### src/rtl/round_trig_pkg.sv
// round_trig_pkg: shared state encodings and default constants for the round trigger generator.
package round_trig_pkg;
    localparam int DEF_ROUND_CYCLES = 1;
    localparam int DEF_MAX_ROUNDS   = 14;
    localparam int DEF_DELAY_WIDTH  = 8;
    localparam int DEF_LEN_WIDTH    = 4;
    localparam int TS_W             = 16;

    typedef enum logic [1:0] {IDLE, WAIT, RUN} trk_state_t;
    typedef enum logic [1:0] {P_IDLE, P_DELAY, P_PULSE} pulse_state_t;

    function automatic int max_int(input int a, input int b);
        return a > b ? a : b;
    endfunction
endpackage

### src/rtl/round_trigger_gen_if.sv
// round_trigger_gen_if: AES core load/busy handshake as seen by the round trigger generator.
interface round_trigger_gen_if;
    logic I_load;
    logic I_busy;
    modport master (output I_load, output I_busy);
    modport slave  (input I_load, input I_busy);
endinterface

### src/rtl/round_trig_pulse.sv
// round_trig_pulse: delay/pulse FSM turning a round match into a delayed trigger pulse.
module round_trig_pulse
    import round_trig_pkg::*;
#(
    parameter int pDELAY_WIDTH = DEF_DELAY_WIDTH,
    parameter int pLEN_WIDTH   = DEF_LEN_WIDTH
) (
    input  logic                    crypto_clk,
    input  logic                    reset_i,
    input  logic                    match,
    input  logic [pDELAY_WIDTH-1:0] delay,
    input  logic [pLEN_WIDTH-1:0]   pulse_len,
    output logic                    trigger,
    output logic                    drop
);
    localparam int CW = max_int(pDELAY_WIDTH, pLEN_WIDTH);

    pulse_state_t   state, state_n;
    logic [CW-1:0]  cnt, cnt_n, len_m1, dly_m1;
    logic           free;

    always_ff @(posedge crypto_clk or posedge reset_i) begin
        if (reset_i) begin
            state <= P_IDLE;
            cnt   <= '0;
        end else begin
            state <= state_n;
            cnt   <= cnt_n;
        end
    end

    // The last pulse cycle counts as free so back-to-back matches chain without a gap.
    always_comb begin
        len_m1  = pulse_len == '0 ? '0 : CW'(pulse_len) - CW'(1);
        dly_m1  = CW'(delay) - CW'(1);
        free    = state == P_IDLE || (state == P_PULSE && cnt == '0);
        drop    = match && !free;
        state_n = state;
        cnt_n   = cnt;
        if (match && free) begin
            if (delay == '0) begin
                state_n = P_PULSE;
                cnt_n   = len_m1;
            end else begin
                state_n = P_DELAY;
                cnt_n   = dly_m1;
            end
        end else if (state == P_DELAY) begin
            if (cnt == '0) begin
                state_n = P_PULSE;
                cnt_n   = len_m1;
            end else begin
                cnt_n   = cnt - CW'(1);
            end
        end else if (state == P_PULSE) begin
            if (cnt == '0) state_n = P_IDLE;
            else cnt_n = cnt - CW'(1);
        end
    end

    assign trigger = state == P_PULSE;
endmodule

### src/rtl/round_trigger_gen.sv
// round_trigger_gen: tracks AES rounds from busy and fires a programmable round-aligned trigger.
// Optional O_timestamp (load-to-trigger cycle count) when ROUND_TRIG_TIMESTAMP_EN is defined.
module round_trigger_gen
    import round_trig_pkg::*;
#(
    parameter int pROUND_CYCLES = DEF_ROUND_CYCLES,
    parameter int pMAX_ROUNDS   = DEF_MAX_ROUNDS,
    parameter int pDELAY_WIDTH  = DEF_DELAY_WIDTH,
    parameter int pLEN_WIDTH    = DEF_LEN_WIDTH
) (
    input  logic                    crypto_clk,
    input  logic                    reset_i,
    round_trigger_gen_if.slave      core,
    input  logic                    I_arm,
    input  logic                    I_mode,
    input  logic [3:0]              I_round_sel,
    input  logic [pDELAY_WIDTH-1:0] I_delay,
    input  logic [pLEN_WIDTH-1:0]   I_pulse_len,
    output logic                    O_trigger,
    output logic                    O_armed,
    output logic [3:0]              O_round,
`ifdef ROUND_TRIG_TIMESTAMP_EN
    output logic [TS_W-1:0]         O_timestamp,
`endif
    output logic                    O_missed
);
    localparam int RW = $clog2(pMAX_ROUNDS + 1);
    localparam int SW = pROUND_CYCLES > 1 ? $clog2(pROUND_CYCLES) : 1;
    localparam logic [RW-1:0] RMAX = RW'(pMAX_ROUNDS);
    localparam logic [SW-1:0] SLAST = SW'(pROUND_CYCLES - 1);

    trk_state_t              state, state_n;
    logic [RW-1:0]           round;
    logic [SW-1:0]           sub_cnt;
    logic                    mode_l;
    logic [3:0]              round_sel_l;
    logic [pDELAY_WIDTH-1:0] delay_l;
    logic [pLEN_WIDTH-1:0]   len_l;
    logic                    load_ok, busy_step, round_start, match, drop;

    // WAIT's first busy cycle doubles as the first RUN cycle, so it steps the counters too.
    always_comb begin
        load_ok     = state == IDLE && O_armed && core.I_load;
        busy_step   = core.I_busy && state != IDLE;
        round_start = busy_step && sub_cnt == '0;
        match       = round_start && (mode_l || 4'(round) == round_sel_l);
        state_n     = state;
        if (load_ok) state_n = WAIT;
        else if (state == WAIT && core.I_busy) state_n = RUN;
        else if (state == RUN && !core.I_busy) state_n = IDLE;
    end

    always_ff @(posedge crypto_clk or posedge reset_i) begin
        if (reset_i) state <= IDLE;
        else state <= state_n;
    end

    always_ff @(posedge crypto_clk or posedge reset_i) begin
        if (reset_i) begin
            O_armed     <= 1'b0;
            O_missed    <= 1'b0;
            round       <= '0;
            sub_cnt     <= '0;
            mode_l      <= 1'b0;
            round_sel_l <= '0;
            delay_l     <= '0;
            len_l       <= '0;
        end else begin
            if (state == IDLE && I_arm) O_armed <= 1'b1;
            else if (state == RUN && !core.I_busy) O_armed <= 1'b0;
            if (load_ok) begin
                mode_l      <= I_mode;
                round_sel_l <= I_round_sel;
                delay_l     <= I_delay;
                len_l       <= I_pulse_len;
                round       <= '0;
                sub_cnt     <= '0;
                O_missed    <= 1'b0;
            end else begin
                if (busy_step) begin
                    sub_cnt <= sub_cnt == SLAST ? '0 : sub_cnt + SW'(1);
                    if (sub_cnt == SLAST && round != RMAX) round <= round + RW'(1);
                end
                if (drop) O_missed <= 1'b1;
            end
        end
    end

    assign O_round = 4'(round);

    round_trig_pulse #(
        .pDELAY_WIDTH (pDELAY_WIDTH),
        .pLEN_WIDTH   (pLEN_WIDTH)
    ) u_pulse (
        .crypto_clk (crypto_clk),
        .reset_i    (reset_i),
        .match      (match),
        .delay      (delay_l),
        .pulse_len  (len_l),
        .trigger    (O_trigger),
        .drop       (drop)
    );

`ifdef ROUND_TRIG_TIMESTAMP_EN
    logic ts_frozen, trig_q;

    always_ff @(posedge crypto_clk or posedge reset_i) begin
        if (reset_i) begin
            O_timestamp <= '0;
            ts_frozen   <= 1'b0;
            trig_q      <= 1'b0;
        end else begin
            trig_q <= O_trigger;
            if (load_ok) begin
                O_timestamp <= '0;
                ts_frozen   <= 1'b0;
            end else begin
                if (!ts_frozen && O_timestamp != '1) O_timestamp <= O_timestamp + TS_W'(1);
                if (O_trigger && !trig_q) ts_frozen <= 1'b1;
            end
        end
    end
`endif
endmodule

### src/flat_wrapper.sv
// flat-port wrapper written by rule: the top's interface ports become plain ports
module round_trigger_gen_flat import round_trig_pkg::*;
#(
    parameter int pROUND_CYCLES = DEF_ROUND_CYCLES,
    parameter int pMAX_ROUNDS   = DEF_MAX_ROUNDS,
    parameter int pDELAY_WIDTH  = DEF_DELAY_WIDTH,
    parameter int pLEN_WIDTH    = DEF_LEN_WIDTH
)
  (crypto_clk, reset_i, I_arm, I_mode, I_round_sel, I_delay, I_pulse_len, O_trigger, O_armed, O_round, O_missed, core_I_load, core_I_busy);
  round_trigger_gen_if core_i ();
  input  logic crypto_clk;
  input  logic reset_i;
  input  logic I_arm;
  input  logic I_mode;
  input  logic [3:0] I_round_sel;
  input  logic [pDELAY_WIDTH-1:0] I_delay;
  input  logic [pLEN_WIDTH-1:0] I_pulse_len;
  output logic O_trigger;
  output logic O_armed;
  output logic [3:0] O_round;
  output logic O_missed;
  input wire logic [$bits(core_i.I_load)-1:0] core_I_load;
  input wire logic [$bits(core_i.I_busy)-1:0] core_I_busy;
  assign core_i.I_load = core_I_load;
  assign core_i.I_busy = core_I_busy;
  round_trigger_gen #(.pROUND_CYCLES(pROUND_CYCLES), .pMAX_ROUNDS(pMAX_ROUNDS), .pDELAY_WIDTH(pDELAY_WIDTH), .pLEN_WIDTH(pLEN_WIDTH)) u_core (.crypto_clk(crypto_clk), .reset_i(reset_i), .core(core_i), .I_arm(I_arm), .I_mode(I_mode), .I_round_sel(I_round_sel), .I_delay(I_delay), .I_pulse_len(I_pulse_len), .O_trigger(O_trigger), .O_armed(O_armed), .O_round(O_round), .O_missed(O_missed));
endmodule
### config.mk
export PLATFORM = sky130hd
export DESIGN_NAME = round_trigger_gen_flat
export DESIGN_NICKNAME = d
export VERILOG_FILES = /design/src/rtl/round_trig_pkg.sv /design/src/rtl/round_trigger_gen_if.sv /design/src/rtl/round_trig_pulse.sv /design/src/rtl/round_trigger_gen.sv /design/src/flat_wrapper.sv
export SDC_FILE = /design/constraint.sdc
export NUM_CORES = 1
export LEC_CHECK = 0
export BUFFER_PORTS_ARGS = -buffer_cell sky130_fd_sc_hd__buf_2
export CAP_MARGIN = 20
export CORE_UTILIZATION = 50
export CTS_CLUSTER_DIAMETER = 120
export DETAILED_ROUTE_END_ITERATION = 8
export GPL_TIMING_DRIVEN = 0
export PLACE_DENSITY = 0.8
export SYNTH_ARGS = -nofsm -noshare
export SYNTH_HDL_FRONTEND = slang
export SYNTH_SLANG_ARGS = --single-unit
### constraint.sdc
create_clock -name crypto_clk -period 2.6 [get_ports crypto_clk]
set_clock_uncertainty 0.15 [all_clocks]
set_input_delay 0.26 -clock crypto_clk [delete_from_list [all_inputs] [get_ports crypto_clk]]
set_output_delay 0.26 -clock crypto_clk [all_outputs]
set_load 0.02 [all_outputs]
==> impl_metrics.env <==
export IMPL_cp_arrival_ns=2.39
export IMPL_route_detailed_drc=0
export IMPL_synth_cell_type_count=46
export IMPL_synth_xor_area_share_pct=4.90
export IMPL_async_flop_share_pct=100
export IMPL_initial_core_util_pct=53.0
export IMPL_core_area_um2=3720
export IMPL_synthSimpleGateAreaFrac_pct=17.4
export IMPL_tns_ns=0
export IMPL_syn_avg_cell_area_um2=10.2
export IMPL_crit_path_end_kind="flip-flop"
export IMPL_worstPathCellList="inv_1 > ha_1 > nor4b_4 > nand2_2 > a2111o_1 > buf_6 > a211oi_2 > a21oi_1"
export IMPL_leakagePower_nw=1.00
export IMPL_wire_per_inst_um=14.0
export IMPL_crit_path_max_incr_delay_ns=0.55
export IMPL_ctsResizeCount=0
export IMPL_cap_violations=0
export IMPL_fin_nets=256
export IMPL_antenna_found_initial=0
export IMPL_cts_htree_levels=2
export IMPL_syn_area_um2=1970
export IMPL_cp_required_ns=2.61
export IMPL_viasPerCell=5.60
export IMPL_ir_drop_mv=0.590
export IMPL_nFillCells=335
export IMPL_drive_above_1_share_pct=29.4
export IMPL_clk_pin_slew_worst_paths_ns=0.07
export IMPL_floorplan_die_area_um2=4190
export IMPL_path_depth=8
export IMPL_status="complete, no violations"
export IMPL_synth_mux_area_share_pct=11.7
export IMPL_grt_max_degree=23
export IMPL_synth_fa_ha_area_share_pct=3.05
export IMPL_ys_seq_area_share_pct=44.5
export IMPL_synth_compound_area_share_pct=15.3
export IMPL_wirelength_mm=3.91
export IMPL_max_freq_mhz=420
export IMPL_synthesis_nets=219
export IMPL_power_density_nw_per_um2=943
export IMPL_multiInputGateArea_um2=1030
export IMPL_netlist_instances=193
export IMPL_root_buffer="clkbuf_8"
export IMPL_synthFlopType="dfrtp_1"
export IMPL_power_mw=2.16
export IMPL_synth_top_family_by_area="simple AND/OR/NAND/NOR gates"
export IMPL_setup_ws_ns=0.221
export IMPL_clock_path_buffers=2
export IMPL_overflow=0
export IMPL_drv_slew=0
export IMPL_place_worst_setup_slack_ns=0.0607
export IMPL_grt_pass1_wl_mm=7.04
export IMPL_period_minus_slack_ns=2.38
export IMPL_drt_iter0_markers=59
export IMPL_drtAntennaViolNets=0
export IMPL_hold_path_class="primary input to asynchronous set/reset pin"
export IMPL_first_global_vias=1598
export IMPL_worst_pin_slew_ns=0.855
export IMPL_die_w_um=64.7
export IMPL_crit_family="compound AO/OA/AOI/OAI gates"
export IMPL_rsz0062_at_grt="false"
export IMPL_finalCritPeriodShare_pct=91.5
export IMPL_ys_ff_latch=35
export IMPL_antenna_cells=0
export IMPL_dp_hpwl_mm=2.95
export IMPL_gp_congestion=0.835
export IMPL_slowest_stage="a2111o_1"
export IMPL_ios=29
export IMPL_grt_total_usage_pct=21.8
export IMPL_cts_tree="done"
export IMPL_critPathKind="flip-flop to flip-flop"
export IMPL_insertion_delay_ns=0.28
export IMPL_port_buffers=28
export IMPL_start_kind="flip-flop"
export IMPL_synth_edf_count=0
export IMPL_rrSetupSlack_ns=0.22
export IMPL_clock_sinks=35
export IMPL_cts_buffers=5
export IMPL_holdWs_ns=0.00297
export IMPL_crit_buf_inv=2
export IMPL_setup_viol_count_final=0
export IMPL_first_pass_iters=4
export IMPL_path_max_fanout=10
export IMPL_seq_area_um2=876
export IMPL_slew_headroom_pct=42.6
export IMPL_rows=22
export IMPL_area_delta_synth_final_pct=16.6
export IMPL_ff2ff_path_depth=8
export IMPL_die_h_um=64.7
export IMPL_hold_viol=0
export IMPL_yosysWarnings=0
export IMPL_vias=1562
==> cells in the final DEF (no fill, tap or decap), types with 3 or more instances in the layout <==
cell type  instances
dfrtp_1           35
buf_2             30
mux2_2            16
nand2_1           15
nor2_1            15
nor3_1            12
a21oi_1           11
inv_1              8
o21ai_0            7
clkbuf_8           7
xor2_1             6
a31oi_1            5
xnor2_1            5
mux2i_1            5
a211oi_1           5
ha_1               4
clkbuf_1           3
or2_2              3
nor2b_1            3
==> metrics by stage <==
stage	cell area (um^2)	utilization, %	instances
detailed placement	2180	58.8	270
finish	2290	61.8	279
global placement	2170	58.4	269
global route	2290	61.8	279
floorplan	1970	-	193
CTS	2280	61.4	278
==> worst paths after layout <==
kind / start / to
worst min-delay path: reset_i / u_core.len_l[3]
worst min register to register: u_core.mode_l / u_core.mode_l
worst max-delay path: u_core.u_pulse.cnt[0] / u_core.u_pulse.cnt[7]
min in group crypto_clk: I_delay[0] / u_core.delay_l[0]
worst max register to register: u_core.u_pulse.cnt[0] / u_core.u_pulse.cnt[7]
max in group asynchronous: reset_i / u_core.delay_l[5]
==> cells in the mapped netlist, types with 4 or more instances <==
cell type / count / share of area (%)
nand2_1: 15 / 2.9
xnor2_1: 5 / 2.2
nor3_1: 12 / 3.1
nor2_1: 15 / 2.9
ha_1: 4 / 2.5
dfrtp_1: 35 / 45
a21oi_1: 11 / 2.8
mux2i_1: 5 / 2.5
mux2_2: 16 / 9.2
o21ai_0: 7 / 1.8
a31oi_1: 5 / 1.6
inv_1: 8 / 1.5
xor2_1: 6 / 2.7
a211oi_1: 5 / 1.9
==> routing by layer <==
| metal | part of all wire (%) | GRT usage (%) | vias to the layer above |
|---|---|---|---|
| met1 | 46 | 27.6 | 749 |
| li1 | - | - | 782 |
| met4 | 0.49 | 6.11 | 0 |
| met3 | 2.9 | 4.05 | 3 |
| met5 | 0 | 0 | - |
| met2 | 50 | 37.8 | 28 |
==> cells by family after synthesis <==
| group | count (synthesis) |
|---|---|
| simple gates | 64 |
| compound gates | 43 |
| flops | 35 |
| mux | 21 |
| buf+inv | 14 |
| xor+xnor | 11 |
| fa+ha+maj | 5 |
==> state kept, by name (all words and copies together), names as in the netlist <==
signal and cells:
u_core.O_armed 1, u_core.O_missed 1, u_core.O_round 4, u_core.delay_l 8, u_core.len_l 4, u_core.mode_l 1, u_core.round_sel_l 4, u_core.state 2
u_core.u_pulse.cnt 8, u_core.u_pulse.state 2
==> power breakdown <==
| part | leakage, nW | internal [mW] | switching, mW |
|---|---|---|---|
| Combinational | 0.540 | 0.395 | 0.379 |
| Sequential | 0.409 | 0.741 | 0.227 |
| Clock | 0.0515 | 0.242 | 0.180 |
| Total | 1.00 | 1.38 | 0.786 |
==> final cells by class <==
class	instances	share of cell area (%)
buffer	5	1.25
clock buffer	8	4.36
inverter	8	1.31
multi-input combinational	144	44.9
sequential	35	38.2
tap	48	2.62
timing repair buffer	31	7.42
==> repair_timing <==
action	CTS	global route
setup endpoints to repair	0	3
hold buffers	0	0
setup buffers	0	2
Power figures use the tool's default switching activity.
